===== src/rtl/arc4_encrypt_pkg.sv =====
// Shared types and constants for the ARC4 encrypt datapath.
// Optional keystream drop (RC4-dropN) is selected by the ARC4_DROP_EN macro.
package arc4_pkg;

  typedef logic [7:0] byte_t;

  typedef enum logic [2:0] {IDLE, INIT, KSA, DROP, LEN, PRGA, DONE} state_t;

  // Sub-steps of one keystream iteration; reads need a wait cycle behind the registered address.
  typedef enum logic [3:0] {
    S_ISSUE_I, S_WAIT_I, S_TAKE_I, S_WAIT_J, S_TAKE_J,
    S_WRITE_J, S_ISSUE_PAD, S_WAIT_PAD, S_EMIT
  } step_t;

  typedef enum logic [3:0] {
    K_IDLE, K_INIT, K_RD_I, K_WAIT_I, K_GET_I, K_WAIT_J, K_GET_J, K_SWAP_J
  } ksa_state_t;

  localparam int SBOX_SIZE = 256;
  localparam int KEY_BYTES = 3;

  function automatic byte_t key_byte(input logic [8*KEY_BYTES-1:0] key, input logic [1:0] idx);
    case (idx)
      2'd0:    key_byte = key[23:16];
      2'd1:    key_byte = key[15:8];
      default: key_byte = key[7:0];
    endcase
  endfunction

endpackage


===== src/rtl/arc4_encrypt_if.sv =====
// Start handshake, key and the three memory ports of the ARC4 encrypt block.
// master = requester/memory side, slave = arc4_encrypt.
interface arc4_encrypt_if #(parameter int KEY_W = 24);
  import arc4_pkg::*;

  logic             en;
  logic             rdy;
  logic [KEY_W-1:0] key;
  byte_t            s_addr;
  byte_t            s_wrdata;
  logic             s_wren;
  byte_t            s_rddata;
  byte_t            pt_addr;
  byte_t            pt_rddata;
  byte_t            ct_addr;
  byte_t            ct_wrdata;
  logic             ct_wren;

  modport master (
    output en, key, s_rddata, pt_rddata,
    input  rdy, s_addr, s_wrdata, s_wren, pt_addr, ct_addr, ct_wrdata, ct_wren
  );

  modport slave (
    input  en, key, s_rddata, pt_rddata,
    output rdy, s_addr, s_wrdata, s_wren, pt_addr, ct_addr, ct_wrdata, ct_wren
  );

endinterface


===== src/rtl/arc4_encrypt_ksa.sv =====
// S-box initialisation (S[i]=i) followed by the ARC4 key schedule,
// driving the S port through registered outputs with its own en/rdy handshake.
module arc4_ksa
  import arc4_pkg::*;
#(
  parameter int KEY_W = 24
) (
  input  logic             clk,
  input  logic             rst_n,
  input  logic             i_en,
  output logic             o_rdy,
  input  logic [KEY_W-1:0] i_key,
  output byte_t            o_addr,
  output byte_t            o_wrdata,
  output logic             o_wren,
  input  byte_t            i_rddata
);

  localparam byte_t LAST_IDX = byte_t'(SBOX_SIZE - 1);

  ksa_state_t       r_state;
  logic             r_rdy;
  logic [KEY_W-1:0] r_key;
  byte_t            r_i;
  byte_t            r_j;
  byte_t            r_si;
  logic [1:0]       r_kidx;
  byte_t            r_addr;
  byte_t            r_wrdata;
  logic             r_wren;
  byte_t            w_jn;

  assign w_jn     = r_j + i_rddata + key_byte(r_key, r_kidx);
  assign o_rdy    = r_rdy;
  assign o_addr   = r_addr;
  assign o_wrdata = r_wrdata;
  assign o_wren   = r_wren;

  // Init/KSA sequencer; the swap writes S[i] first, so i==j leaves S unchanged.
  always_ff @(posedge clk or negedge rst_n) begin
    if (!rst_n) begin
      r_state  <= K_IDLE;
      r_rdy    <= 1'b1;
      r_key    <= '0;
      r_i      <= 8'd0;
      r_j      <= 8'd0;
      r_si     <= 8'd0;
      r_kidx   <= 2'd0;
      r_addr   <= 8'd0;
      r_wrdata <= 8'd0;
      r_wren   <= 1'b0;
    end else begin
      r_wren <= 1'b0;
      case (r_state)
        K_IDLE: begin
          if (i_en) begin
            r_key   <= i_key;
            r_rdy   <= 1'b0;
            r_i     <= 8'd0;
            r_j     <= 8'd0;
            r_kidx  <= 2'd0;
            r_state <= K_INIT;
          end
        end
        K_INIT: begin
          r_addr   <= r_i;
          r_wrdata <= r_i;
          r_wren   <= 1'b1;
          r_i      <= r_i + 8'd1;
          if (r_i == LAST_IDX) r_state <= K_RD_I;
        end
        K_RD_I: begin
          r_addr  <= r_i;
          r_state <= K_WAIT_I;
        end
        K_WAIT_I: r_state <= K_GET_I;
        K_GET_I: begin
          r_si    <= i_rddata;
          r_j     <= w_jn;
          r_addr  <= w_jn;
          r_state <= K_WAIT_J;
        end
        K_WAIT_J: r_state <= K_GET_J;
        K_GET_J: begin
          r_addr   <= r_i;
          r_wrdata <= i_rddata;
          r_wren   <= 1'b1;
          r_state  <= K_SWAP_J;
        end
        K_SWAP_J: begin
          r_addr   <= r_j;
          r_wrdata <= r_si;
          r_wren   <= 1'b1;
          r_i      <= r_i + 8'd1;
          r_kidx   <= (r_kidx == 2'd2) ? 2'd0 : r_kidx + 2'd1;
          if (r_i == LAST_IDX) begin
            r_rdy   <= 1'b1;
            r_j     <= 8'd0;
            r_state <= K_IDLE;
          end else begin
            r_state <= K_RD_I;
          end
        end
        default: r_state <= K_IDLE;
      endcase
    end
  end

endmodule


===== src/rtl/arc4_encrypt.sv =====
// ARC4 encryptor: length-prefixed PT memory -> length-prefixed CT memory.
// Define ARC4_DROP_EN to discard DROP_N keystream bytes before the message.
module arc4_encrypt
  import arc4_pkg::*;
#(
  parameter int KEY_W  = 24,
  parameter int DROP_N = 256
) (
  input logic         clk,
  input logic         rst_n,
  arc4_encrypt_if.slave bus
);

  localparam logic [15:0] DROP_LAST = 16'(DROP_N - 1);

  state_t           r_state;
  step_t            r_step;
  logic             r_rdy;
  logic [KEY_W-1:0] r_key;
  logic             r_ksa_en;
  byte_t            r_s_addr;
  byte_t            r_s_wrdata;
  logic             r_s_wren;
  byte_t            r_pt_addr;
  byte_t            r_ct_addr;
  byte_t            r_ct_wrdata;
  logic             r_ct_wren;
  byte_t            r_i;
  byte_t            r_j;
  byte_t            r_k;
  byte_t            r_len;
  byte_t            r_si;
  byte_t            r_sj;
  logic [15:0]      r_cnt;

  logic  w_ksa_rdy;
  byte_t w_ksa_addr;
  byte_t w_ksa_wrdata;
  logic  w_ksa_wren;
  logic  w_use_ksa;

  arc4_ksa #(.KEY_W(KEY_W)) u_ksa (
    .clk      (clk),
    .rst_n    (rst_n),
    .i_en     (r_ksa_en),
    .o_rdy    (w_ksa_rdy),
    .i_key    (r_key),
    .o_addr   (w_ksa_addr),
    .o_wrdata (w_ksa_wrdata),
    .o_wren   (w_ksa_wren),
    .i_rddata (bus.s_rddata)
  );

  assign w_use_ksa     = (r_state == INIT) || (r_state == KSA);
  assign bus.s_addr    = w_use_ksa ? w_ksa_addr   : r_s_addr;
  assign bus.s_wrdata  = w_use_ksa ? w_ksa_wrdata : r_s_wrdata;
  assign bus.s_wren    = w_use_ksa ? w_ksa_wren   : r_s_wren;
  assign bus.rdy       = r_rdy;
  assign bus.pt_addr   = r_pt_addr;
  assign bus.ct_addr   = r_ct_addr;
  assign bus.ct_wrdata = r_ct_wrdata;
  assign bus.ct_wren   = r_ct_wren;

  // Top sequencer; DROP and PRGA share one keystream iteration, only PRGA emits CT.
  always_ff @(posedge clk or negedge rst_n) begin
    if (!rst_n) begin
      r_state     <= IDLE;
      r_step      <= S_ISSUE_I;
      r_rdy       <= 1'b1;
      r_key       <= '0;
      r_ksa_en    <= 1'b0;
      r_s_addr    <= 8'd0;
      r_s_wrdata  <= 8'd0;
      r_s_wren    <= 1'b0;
      r_pt_addr   <= 8'd0;
      r_ct_addr   <= 8'd0;
      r_ct_wrdata <= 8'd0;
      r_ct_wren   <= 1'b0;
      r_i         <= 8'd0;
      r_j         <= 8'd0;
      r_k         <= 8'd0;
      r_len       <= 8'd0;
      r_si        <= 8'd0;
      r_sj        <= 8'd0;
      r_cnt       <= 16'd0;
    end else begin
      r_s_wren  <= 1'b0;
      r_ct_wren <= 1'b0;
      r_ksa_en  <= 1'b0;
      case (r_state)
        IDLE: begin
          if (bus.en) begin
            r_key    <= bus.key;
            r_rdy    <= 1'b0;
            r_ksa_en <= 1'b1;
            r_state  <= INIT;
          end
        end
        INIT: r_state <= KSA;
        KSA: begin
          if (w_ksa_rdy) begin
            r_i   <= 8'd0;
            r_j   <= 8'd0;
            r_cnt <= 16'd0;
`ifdef ARC4_DROP_EN
            r_step  <= S_ISSUE_I;
            r_state <= DROP;
`else
            r_pt_addr <= 8'd0;
            r_step    <= S_WAIT_I;
            r_state   <= LEN;
`endif
          end
        end
        LEN: begin
          if (r_step == S_WAIT_I) begin
            r_step <= S_TAKE_I;
          end else begin
            r_len       <= bus.pt_rddata;
            r_ct_addr   <= 8'd0;
            r_ct_wrdata <= bus.pt_rddata;
            r_ct_wren   <= 1'b1;
            r_k         <= 8'd1;
            r_step      <= S_ISSUE_I;
            r_state     <= (bus.pt_rddata == 8'd0) ? DONE : PRGA;
          end
        end
        DROP, PRGA: begin
          case (r_step)
            S_ISSUE_I: begin
              r_i      <= r_i + 8'd1;
              r_s_addr <= r_i + 8'd1;
              r_step   <= S_WAIT_I;
            end
            S_WAIT_I: r_step <= S_TAKE_I;
            S_TAKE_I: begin
              r_si     <= bus.s_rddata;
              r_j      <= r_j + bus.s_rddata;
              r_s_addr <= r_j + bus.s_rddata;
              r_step   <= S_WAIT_J;
            end
            S_WAIT_J: r_step <= S_TAKE_J;
            S_TAKE_J: begin
              r_sj       <= bus.s_rddata;
              r_s_addr   <= r_i;
              r_s_wrdata <= bus.s_rddata;
              r_s_wren   <= 1'b1;
              r_step     <= S_WRITE_J;
            end
            S_WRITE_J: begin
              r_s_addr   <= r_j;
              r_s_wrdata <= r_si;
              r_s_wren   <= 1'b1;
              r_step     <= S_ISSUE_PAD;
            end
            S_ISSUE_PAD: begin
              r_s_addr  <= r_si + r_sj;
              r_pt_addr <= r_k;
              r_step    <= S_WAIT_PAD;
            end
            S_WAIT_PAD: r_step <= S_EMIT;
            S_EMIT: begin
              r_step <= S_ISSUE_I;
              if (r_state == PRGA) begin
                r_ct_addr   <= r_k;
                r_ct_wrdata <= bus.pt_rddata ^ bus.s_rddata;
                r_ct_wren   <= 1'b1;
                r_k         <= r_k + 8'd1;
                if (r_k == r_len) r_state <= DONE;
              end else if (r_cnt == DROP_LAST) begin
                r_pt_addr <= 8'd0;
                r_step    <= S_WAIT_I;
                r_state   <= LEN;
              end else begin
                r_cnt <= r_cnt + 16'd1;
              end
            end
            default: r_step <= S_ISSUE_I;
          endcase
        end
        DONE: begin
          r_rdy   <= 1'b1;
          r_state <= IDLE;
        end
        default: r_state <= IDLE;
      endcase
    end
  end

endmodule


===== src/flat_wrapper.sv =====
// flat-port wrapper written by rule: the top's interface ports become plain ports
module arc4_encrypt_flat import arc4_pkg::*;
#(
  parameter int KEY_W  = 24,
  parameter int DROP_N = 256
)
  (clk, rst_n, bus_en, bus_key, bus_s_rddata, bus_pt_rddata, bus_rdy, bus_s_addr, bus_s_wrdata, bus_s_wren, bus_pt_addr, bus_ct_addr, bus_ct_wrdata, bus_ct_wren);
  arc4_encrypt_if #(.KEY_W(KEY_W)) bus_i ();
  input logic clk;
  input logic rst_n;
  input wire logic [$bits(bus_i.en)-1:0] bus_en;
  input wire logic [$bits(bus_i.key)-1:0] bus_key;
  input wire logic [$bits(bus_i.s_rddata)-1:0] bus_s_rddata;
  input wire logic [$bits(bus_i.pt_rddata)-1:0] bus_pt_rddata;
  output wire logic [$bits(bus_i.rdy)-1:0] bus_rdy;
  output wire logic [$bits(bus_i.s_addr)-1:0] bus_s_addr;
  output wire logic [$bits(bus_i.s_wrdata)-1:0] bus_s_wrdata;
  output wire logic [$bits(bus_i.s_wren)-1:0] bus_s_wren;
  output wire logic [$bits(bus_i.pt_addr)-1:0] bus_pt_addr;
  output wire logic [$bits(bus_i.ct_addr)-1:0] bus_ct_addr;
  output wire logic [$bits(bus_i.ct_wrdata)-1:0] bus_ct_wrdata;
  output wire logic [$bits(bus_i.ct_wren)-1:0] bus_ct_wren;
  assign bus_i.en = bus_en;
  assign bus_i.key = bus_key;
  assign bus_i.s_rddata = bus_s_rddata;
  assign bus_i.pt_rddata = bus_pt_rddata;
  assign bus_rdy = bus_i.rdy;
  assign bus_s_addr = bus_i.s_addr;
  assign bus_s_wrdata = bus_i.s_wrdata;
  assign bus_s_wren = bus_i.s_wren;
  assign bus_pt_addr = bus_i.pt_addr;
  assign bus_ct_addr = bus_i.ct_addr;
  assign bus_ct_wrdata = bus_i.ct_wrdata;
  assign bus_ct_wren = bus_i.ct_wren;
  arc4_encrypt #(.KEY_W(KEY_W), .DROP_N(DROP_N)) u_core (.clk(clk), .rst_n(rst_n), .bus(bus_i));
endmodule

===== config.mk =====
export PLATFORM = sky130hd
export DESIGN_NAME = arc4_encrypt_flat
export DESIGN_NICKNAME = d
export VERILOG_FILES = /design/src/rtl/arc4_encrypt_pkg.sv /design/src/rtl/arc4_encrypt_if.sv /design/src/rtl/arc4_encrypt_ksa.sv /design/src/rtl/arc4_encrypt.sv /design/src/flat_wrapper.sv
export SDC_FILE = /design/constraint.sdc
export NUM_CORES = 1
export LEC_CHECK = 0
export ABC_CLOCK_PERIOD_IN_PS = 6800
export CAP_MARGIN = 30
export CELL_PAD_IN_SITES_DETAIL_PLACEMENT = 1
export CELL_PAD_IN_SITES_GLOBAL_PLACEMENT = 2
export CORE_MARGIN = 1
export CORE_UTILIZATION = 44
export CTS_CLUSTER_DIAMETER = 120
export DETAILED_ROUTE_END_ITERATION = 6
export DONT_BUFFER_PORTS = 1
export PLACE_DENSITY_LB_ADDON = 0.1
export SYNTH_ARGS = -nofsm -noshare
export SYNTH_HDL_FRONTEND = slang
export SYNTH_SLANG_ARGS = --single-unit

===== constraint.sdc =====
create_clock -name clk -period 6.8 [get_ports clk]
set_input_delay 1.7 -clock clk [delete_from_list [all_inputs] [get_ports clk]]
set_output_delay 1.7 -clock clk [all_outputs]
set_load 0.01 [all_outputs]

; Word-level counts from Yosys, hierarchy flattened
; Index checks and enable logic that the tools add are counted.
[op_classes]
n_mux = 74
addsub = 9
n_reduce_logical = 42
bitwise = 2
n_eq_ne = 43
[ops]
columns = op, count
row1 = $pmux 8 s2, 10
row2 = $mux 8, 18
row3 = $pmux 8 s3, 3
row4 = $mux 16, 4
row5 = $pmux 8 s5, 1
row6 = $pmux 4 s9, 1
row7 = $add 8x8->8, 4
row8 = $eq 4x3->1 const B, 8
row9 = $pmux 16 s2, 1
row10 = $pmux 4 s8, 1
row11 = $add 8x1->8 const B, 3
row12 = $reduce_and 2->1, 12
row13 = $mux 3, 7
row14 = $ne 2x2->1 const B, 9
row15 = $add 16x1->16 const B, 1
row16 = $eq 16x8->1 const B, 1
row17 = $eq 4x2->1 const B, 4
row18 = $mux 4, 4
row19 = $pmux 3 s5, 1
row20 = $mux 1, 13
row21 = $pmux 4 s3, 1
row22 = $reduce_and 3->1, 4
row23 = $reduce_bool 2->1, 6
row24 = $reduce_bool 3->1, 4
row25 = 30 further kinds, 49
[word_totals]
regBits = 211
elab_cells = 199

; Logic depth before layout (Yosys ltp)
; Gate-level depths: netlist of run 1.
[logic_depth]
depth_word = 5
depth_mapped = 14

; Modules after synthesis
; A second synthesis of run 1 with hierarchy kept.
[hier_totals]
hier_cells = 1163
hier_area_um2 = 11400.9
[modules_own_cells]
columns = module, area_per_inst_um2, n_inst, cells_per_inst
row1 = arc4_encrypt, 7353.3, 1, 766
row2 = arc4_ksa, 4047.6, 1, 397

; Worst setup path after synthesis of run 1
; OpenSTA, ideal clock, no wires.
[synth_timing]
kind = input to register
from = in bus_s_rddata[1]
to = reg u_core.u_ksa.r_addr[7], in the netlist u_core.u_ksa.o_addr[7]
setup_time_ps = 123
path_buffers = 0
arrival_time_ps = 3634
path_slack_ps = 3043
cell_stages = 10
path_cell_list = fa_1 ha_1 inv_1 fa_1 inv_1 a21oi_1 o21bai_1 a31oi_1 xnor2_1 o221a_2
[synth_via]
elab_chain_cells = 3
[synth_rtl]
columns = element, line_no
row1 = from (decl), flat_wrapper.sv:13  ; input wire logic [$bits(bus_i.s_rddata)-1:0] bus_s_rddata;
row2 = $add 8x8->8 (2 in a row), arc4_encrypt_ksa.sv:33  ; assign w_jn = r_j + i_rddata + key_byte(r_key, r_kidx);
row3 = $pmux 8 s3, arc4_encrypt_ksa.sv:54  ; case (r_state)
row4 = to (signal assigned), arc4_encrypt_ksa.sv:66  ; r_addr <= r_i;
row5 = to (signal assigned), arc4_encrypt_ksa.sv:73  ; r_addr <= r_i;
row6 = to (signal assigned), arc4_encrypt_ksa.sv:80  ; r_addr <= w_jn;
row7 = to (decl), arc4_encrypt_ksa.sv:28  ; byte_t r_addr;
; Every way passes these cells.
; A chain may end at the register's enable or synchronous reset.

; Worst setup path after layout of run 1
[layout_timing]
from = reg u_core.r_state[0]
to = out bus_s_addr[4]
[layout_via]
elab_chain_cells = 3
word_cells_on_any_way = 4
classes_between = eq/ne: 2 / mux: 1 / reduce/logical: 1
[layout_rtl]
columns = element, line_no
row1 = from (decl), arc4_encrypt.sv:16  ; state_t r_state;
row2 = from (signal assigned), arc4_encrypt.sv:125  ; r_state <= (bus.pt_rddata == 8'd0) ? DONE : PRGA;
row3 = $eq 3x1->1 / $eq 3x2->1 (equally long branches), arc4_encrypt.sv:54  ; assign w_use_ksa = (r_state == INIT) || (r_state == KSA);
row4 = $logic_or 1x1->1 *, arc4_encrypt.sv:54
row5 = $mux 8 *, arc4_encrypt.sv:55  ; assign bus.s_addr = w_use_ksa ? w_ksa_addr : r_s_addr;
row6 = to (decl), flat_wrapper.sv:16  ; output wire logic [$bits(bus_i.s_addr)-1:0] bus_s_addr;
; Mark *: on every way between the ends. The rest lies on a longest branch, timed or not.

==> impl_metrics.py, run 1 <==
metrics = {
    "synth": {
        "synth-edff-count": 0,
        "yosysUniqueCellTypes": 67,
        "netlist_area_sq_um": 11300,
        "synth_warnings": 0,
        "syn_area_per_cell_sq_um": 9.62,
        "syn-instance-count": 1177,
        "synth_area_leaders": "dfrtp_1 46%, nand2_1 7.7%, mux2_2 5.9%, mux2i_1 3.4%, o21ai_0 3.4%",
        "syn_nets": 1256,
        "yosysTopAreaCellShare_pct": 46.0,
        "synthFlopType": "dfrtp_1",
        "synth.largest_area_cell": "dfrtp_1",
        "yosysSeqAreaShare_pct": 46.5,
        "async_flop_share_pct": 100,
        "synth_seq_cells": 210,
    },
    "floorplan": {
        "initial_core_util_pct": 44.9,
        "io_pins": 86,
        "die-area_sq_um": 26400,
        "die_h_um": 162,
        "die_w_um": 162,
        "core_area_sq_um": 25200,
        "rows": 58,
    },
    "clock_network": {
        "cts_setup_buffers": 0,
        "cts-resized-gates": 0,
        "root_buffer": "clkbuf_16",
        "clock_latency_ps": 530,
        "cts_num_sinks": 210,
        "tritoncts": "built",
        "cts_max_level": 1,
        "cts_buffers": 26,
        "clock_path_buffers": 3,
        "clkSlewWorstSetupHoldPaths_ps": 60,
        "holdBufCountCts": 0,
    },
    "place": {
        "port_buffers": 0,
        "dp.final_hpwl_mm": 21.2,
        "gp_congestion": 0.837,
    },
    "timing": {
        "finalMaxSlewViolations": 0,
        "fmax_ghz": 0.253,
        "post-route-period-util_pct": 58.1,
        "rsz0062_at_grt": "no",
        "slew_headroom_pct": 44.0,
        "finClkSkew_ps": 10.1,
        "worst_pin_slew_ps": 837,
        "setup_viol": 0,
        "tns_ps": 0,
        "hold_viol_final": 0,
        "fin_crit_ps": 3950,
    },
    "pwr": {
        "internal-power_mw": 3.55,
        "swShare_pct": 37.8,
        "clock_power_share_pct": 27.7,
        "seq_power_share_pct": 36.1,
        "total_leakage_power_nw": 5.52,
        "combPwrFrac_pct": 36.3,
        "power-per-cell-area_nw_per_um2": 455,
        "total_power_mw": 5.72,
        "ir_drop_mv": 0.264,
        "p_sw_mw": 2.16,
    },
    "grt": {
        "antenna_found_initial": 0,
        "overflow": 0,
        "grt_pass1_wl_mm": 50.2,
        "gr-usage-all-layers_pct": 24.2,
        "grt_pass1_vias": 8748,
        "grt_max_degree": 211,
    },
    "setup_path": {
        "start_kind": "register",
        "cp-end-kind": "primary output",
        "crit_type": "reg -> out",
        "crit_fanout": 18,
        "worstPathArrival_ps": 2250,
        "cp_slowest_stage_delay_ps": 730,
        "cp.buffers_inverters": 1,
        "critical_path.top_delay_family": "flip-flops",
        "critPathRequiredTime_ps": 5100,
        "cp_cell_sequence": "xnor2_1 -> nor2_1 -> buf_4 -> mux2_2",
        "slowest_stage": "dfrtp_1",
        "reg2reg_slack_ps": 3300,
    },
    "detailed_routing": {
        "routed_wl_mm": 31.2,
        "postRouteAntennaNets": 0,
        "vias": 8547,
        "drt_pass1_iterations": 5,
        "via_per_inst": 5.68,
        "post-route-drc-count": 0,
        "drt_iter0_drc": 617,
        "wl_per_cell_um": 20.7,
    },
    "cells_and_area": {
        "fin_util_pct": 49.9,
        "n_fill_cell": 2819,
        "finalNetCount": 1234,
        "n_antenna_cell": 0,
        "drive_gt1_share_pct": 11.6,
        "syn2layout_area_growth_pct": 11.1,
    },
    "flow_run": {
        "maxCapViolations": 0,
    },
    "outcome": {
        "outcome": "complete, no violations",
    },
    "hold_path": {
        "min_path_type": "reg -> reg",
    },
}
-- kinds of logic after synthesis --
family	Yosys count	synth area share, %
buffers and inverters	98	3.74
multiplexers	98	9.36
AO/OA/AOI/OAI	242	13.7
flip-flops	210	46.5
AND/OR/NAND/NOR	428	17.0
adder cells (fa/ha/maj)	36	4.64
XOR/XNOR	65	5.15
-- cell usage in the layout, fill, tap and decap left out, types with 31 or more instances in the layout --
| cell type | Yosys | layout |
|---|---|---|
| a21oi_1 | 41 | 40 |
| dfrtp_1 | 208 | 208 |
| inv_1 | 32 | 32 |
| mux2_2 | 59 | 59 |
| mux2i_1 | 38 | 38 |
| nand2_1 | 231 | 231 |
| nand3_1 | 31 | 31 |
| nor2_1 | 73 | 72 |
| o21ai_0 | 76 | 76 |
| xnor2_1 | 37 | 37 |
-- worst reg2reg max path, stage by stage (launching register included) --
cell and delay (ps):
dfrtp_1 690, mux2i_1 290, o21ai_0 220, fa_1 580
ha_1 180, inv_1 60, fa_1 390, inv_1 80
a21oi_1 60, o21bai_1 210, a31oi_1 150, xnor2_1 170
o221a_2 300
-- cells in the mapped netlist (4+ instances only) --
cell type	count
nand2_1	231
dfrtp_1	208
o21ai_0	76
nor2_1	73
mux2_2	59
a21oi_1	41
mux2i_1	38
xnor2_1	37
inv_1	32
nand3_1	31
clkbuf_1	30
xor2_1	27
ha_1	26
a22o_1	21
buf_2	20
nor3_1	17
and3_1	16
o211ai_1	16
o21ai_1	15
nor4_1	11
a31oi_1	10
buf_1	10
fa_1	10
nor2b_1	10
nand2b_1	9
o22ai_1	9
a221oi_1	7
o31ai_1	7
a21o_1	6
nand4_1	6
a22oi_1	5
a211oi_1	4
buf_6	4
nor4_2	4
-- worst paths after layout --
path,startpoint,end,cells after the start
max,u_core.r_state[0],bus_s_addr[4],4
min,u_core.r_key[16],u_core.u_ksa.r_key[16],2
min in group asynchronous,rst_n,u_core.bus.ct_addr[0],0
max reg2reg,u_core.u_ksa.r_kidx[0],u_core.u_ksa.o_addr[7],12
min reg2reg,u_core.r_key[16],u_core.u_ksa.r_key[16],2
max in group asynchronous,rst_n,u_core.r_key[16],0
-- area by class of cell --
class                           count  area, sq um  area share (%)
Clock buffer                       37          773            6.15
Clock inverter                     11          219            1.74
Inverter                           34          128            1.02
Multi-Input combinational cell    869         5650            44.9
Sequential cell                   210         5260            41.8
Tap cell                          330          413            3.28
Timing Repair Buffer               14          133            1.05
-- power groups by stage --
stage | sequential (mW) | combinational, mW | clock [mW]
after floorplan | 1.89 | 1.67 | 0
after global placement | 2.07 | 1.99 | 0
after detailed placement | 2.09 | 2.05 | 0
after CTS | 2.07 | 2.08 | 1.62
after global routing | 2.12 | 2.32 | 1.65
final | 2.06 | 2.08 | 1.58
-- routing by layer --
metal | share of wire (%) | track usage [%] | vias up | wire length [um]
met4 | 1.7 | 5.02 | 0 | 525
li1 | - | - | 4079 | -
met1 | 49 | 36.2 | 4278 | 15300
met5 | 0 | 0 | - | 0
met3 | 4.1 | 3.23 | 32 | 1270
met2 | 45 | 37.4 | 158 | 14100
-- metrics by stage --
step                      cell area [sq um]  hold slack (ps)  setup WS, ps  instances
after floorplan                       11300              435          3040       1177
after global placement                11500              454          2910       1453
after detailed placement              11600              460          2840       1457
after CTS                             12600              473          2810       1505
after global routing                  12600              501          2710       1505
final                                 12600              464          2850       1505
-- sequential cells by signal, summed over array words and instances, names as in the netlist, 4 cells and up --
signal,cells
u_core.r_s_addr,8
u_core.r_step,4
u_core.r_k,8
u_core.u_ksa.r_i,8
u_core.r_j,8
u_core.u_ksa.o_wrdata,8
u_core.bus.ct_addr,8
u_core.r_cnt,16
u_core.bus.ct_wrdata,8
u_core.r_si,8
u_core.u_ksa.r_si,8
u_core.r_key,24
u_core.u_ksa.o_addr,8
u_core.r_s_wrdata,8
u_core.r_sj,8
u_core.u_ksa.r_key,24
u_core.r_len,8
u_core.u_ksa.r_j,8
u_core.bus.pt_addr,8
u_core.r_i,8
(Power assumes the default switching activity.)
==> run 2, diff against run 1 <==
Settings changed: ABC_CLOCK_PERIOD_IN_PS 6800 to 3800, CORE_UTILIZATION 44 to 41.
Clock period 6.8 ns to 3.8 ns, I/O delays scaled along.
==> impl_metrics.py, run 2 (same netlist as run 1, synthesis figures left out) <==
metrics = {
    "pwr": {
        "power-per-cell-area_nw_per_um2": 798,
        "total_leakage_power_nw": 5.49,
        "ir_drop_mv": 0.402,
    },
    "grt": {
        "grt_max_degree": 211,
        "gr-usage-all-layers_pct": 23.0,
        "overflow": 0,
        "antenna_found_initial": 0,
        "grt_pass1_vias": 8819,
        "grt_pass1_wl_mm": 51.2,
    },
    "setup_path": {
        "critPathRequiredTime_ps": 2850,
        "start_kind": "register",
        "cp-end-kind": "primary output",
        "reg2regPathDepth": 12,
        "worstPathArrival_ps": 2320,
        "crit_fanout": 18,
        "crit_type": "reg -> out",
    },
    "detailed_routing": {
        "routed_wl_mm": 31.3,
        "drt_iter0_drc": 529,
        "vias": 8543,
        "postRouteAntennaNets": 0,
        "post-route-drc-count": 0,
        "wl_per_cell_um": 20.6,
        "via_per_inst": 5.63,
        "drt_pass1_iterations": 4,
    },
    "floorplan": {
        "die-area_sq_um": 28300,
        "core_area_sq_um": 27000,
        "die_w_um": 168,
        "die_h_um": 168,
        "rows": 60,
        "io_pins": 86,
        "initial_core_util_pct": 41.9,
    },
    "timing": {
        "slew_headroom_pct": 33.3,
        "setup_viol": 0,
        "finalMaxSlewViolations": 0,
        "post-route-period-util_pct": 86.0,
        "rsz0062_at_grt": "no",
        "fmax_ghz": 0.306,
        "finClkSkew_ps": 18.5,
        "fin_crit_ps": 3270,
        "hold_viol_final": 0,
        "tns_ps": 0,
        "worst_pin_slew_ps": 1000,
        "whs_ps": 111,
    },
    "cells_and_area": {
        "seqCellArea_sq_um": 5260,
        "n_antenna_cell": 0,
        "n_fill_cell": 3008,
        "fin_cells": 1518,
        "syn2layout_area_growth_pct": 10.2,
        "design_area_sq_um": 12500,
        "finalNetCount": 1237,
        "top_regs": "u_core.r_key x24, u_core.u_ksa.r_key x24, u_core.r_cnt x16",
        "fin_util_pct": 46.2,
        "final_common_cell": "nand2_1",
        "drive_gt1_share_pct": 11.8,
        "multi_input_area_sq_um": 5650,
        "final_cell_mix": "231 x nand2_1, 208 x dfrtp_1, 76 x o21ai_0",
    },
    "place": {
        "placed_cells": 1471,
        "gp_congestion": 0.791,
        "dp.final_hpwl_mm": 21.6,
        "port_buffers": 0,
        "postPlaceCellArea_sq_um": 11600,
    },
    "clock_network": {
        "holdBufCountCts": 0,
        "cts_num_sinks": 210,
        "root_buffer": "clkbuf_16",
        "clkSlewWorstSetupHoldPaths_ps": 60,
        "cts-resized-gates": 0,
        "cts_buffers": 26,
        "cts_setup_buffers": 0,
        "tritoncts": "built",
        "clock_path_buffers": 3,
        "cts_max_level": 1,
        "clock_latency_ps": 540,
    },
    "flow_run": {
        "maxCapViolations": 0,
    },
    "outcome": {
        "outcome": "complete, no violations",
    },
    "hold_path": {
        "min_path_type": "in -> async",
    },
}
## run 2: cell count changes in the layout (fill, tap and decap cells not counted), moves of 2 or more
cell | before | now
clkinv_2 | 1 | 8
buf_4 | 12 | 17
bufinv_16 | 6 | 3
clkinv_4 | 3 | 0
clkbuf_8 | 6 | 4
## run 2: routing by layer
layer / global-route usage [%] / routed length, um
met2: 35.7 / 13700
met5: 0 / 0
met3: 3.39 / 1420
met1: 34.1 / 15800
met4: 4.11 / 403
## run 2: final cells by class
| class | count | area share (%) |
|---|---|---|
| multi-input cells | 869 | 45.3 |
| flip-flops and latches | 210 | 42.1 |
| clock buffers | 35 | 5.98 |
| well taps | 341 | 3.42 |
| clock inverters | 12 | 1.11 |
| repair buffers | 17 | 1.02 |
| inverters | 34 | 1.02 |
## run 2: power breakdown
part	internal, mW	leakage [nW]	switching (mW)
Combinational	1.58	2.39	2.10
Clock	1.57	0.444	0.978
Sequential	2.97	2.66	0.763
Total	6.12	5.49	3.84
## run 2: critical path, cell delays in order, from the launching register on
cell and delay, ps:
dfrtp_1 740, xnor2_1 180, nor2_2 100, buf_4 300, mux2_2 440
## run 2: final timing paths
kind / start / endpoint / slack, ps
max in group asynchronous: rst_n / u_core.r_key[16] / 3280
worst min register to register: u_core.r_key[11] / u_core.u_ksa.r_key[11] / 460
worst min-delay path: rst_n / u_core.bus.ct_addr[2] / 110
worst max-delay path: u_core.r_state[0] / bus_s_addr[2] / 530
worst max register to register: u_core.u_ksa.r_kidx[0] / u_core.u_ksa.o_addr[7] / 670
min in group clk: u_core.r_key[11] / u_core.u_ksa.r_key[11] / 460
## run 2: metrics by stage
step | worst slack, ps | power (mW)
finish | 532 | 9.96
global route | 394 | 10.7
CTS | 503 | 10.1
detailed placement | 612 | 7.44
global placement | 666 | 7.36
floorplan | 709 | 6.37
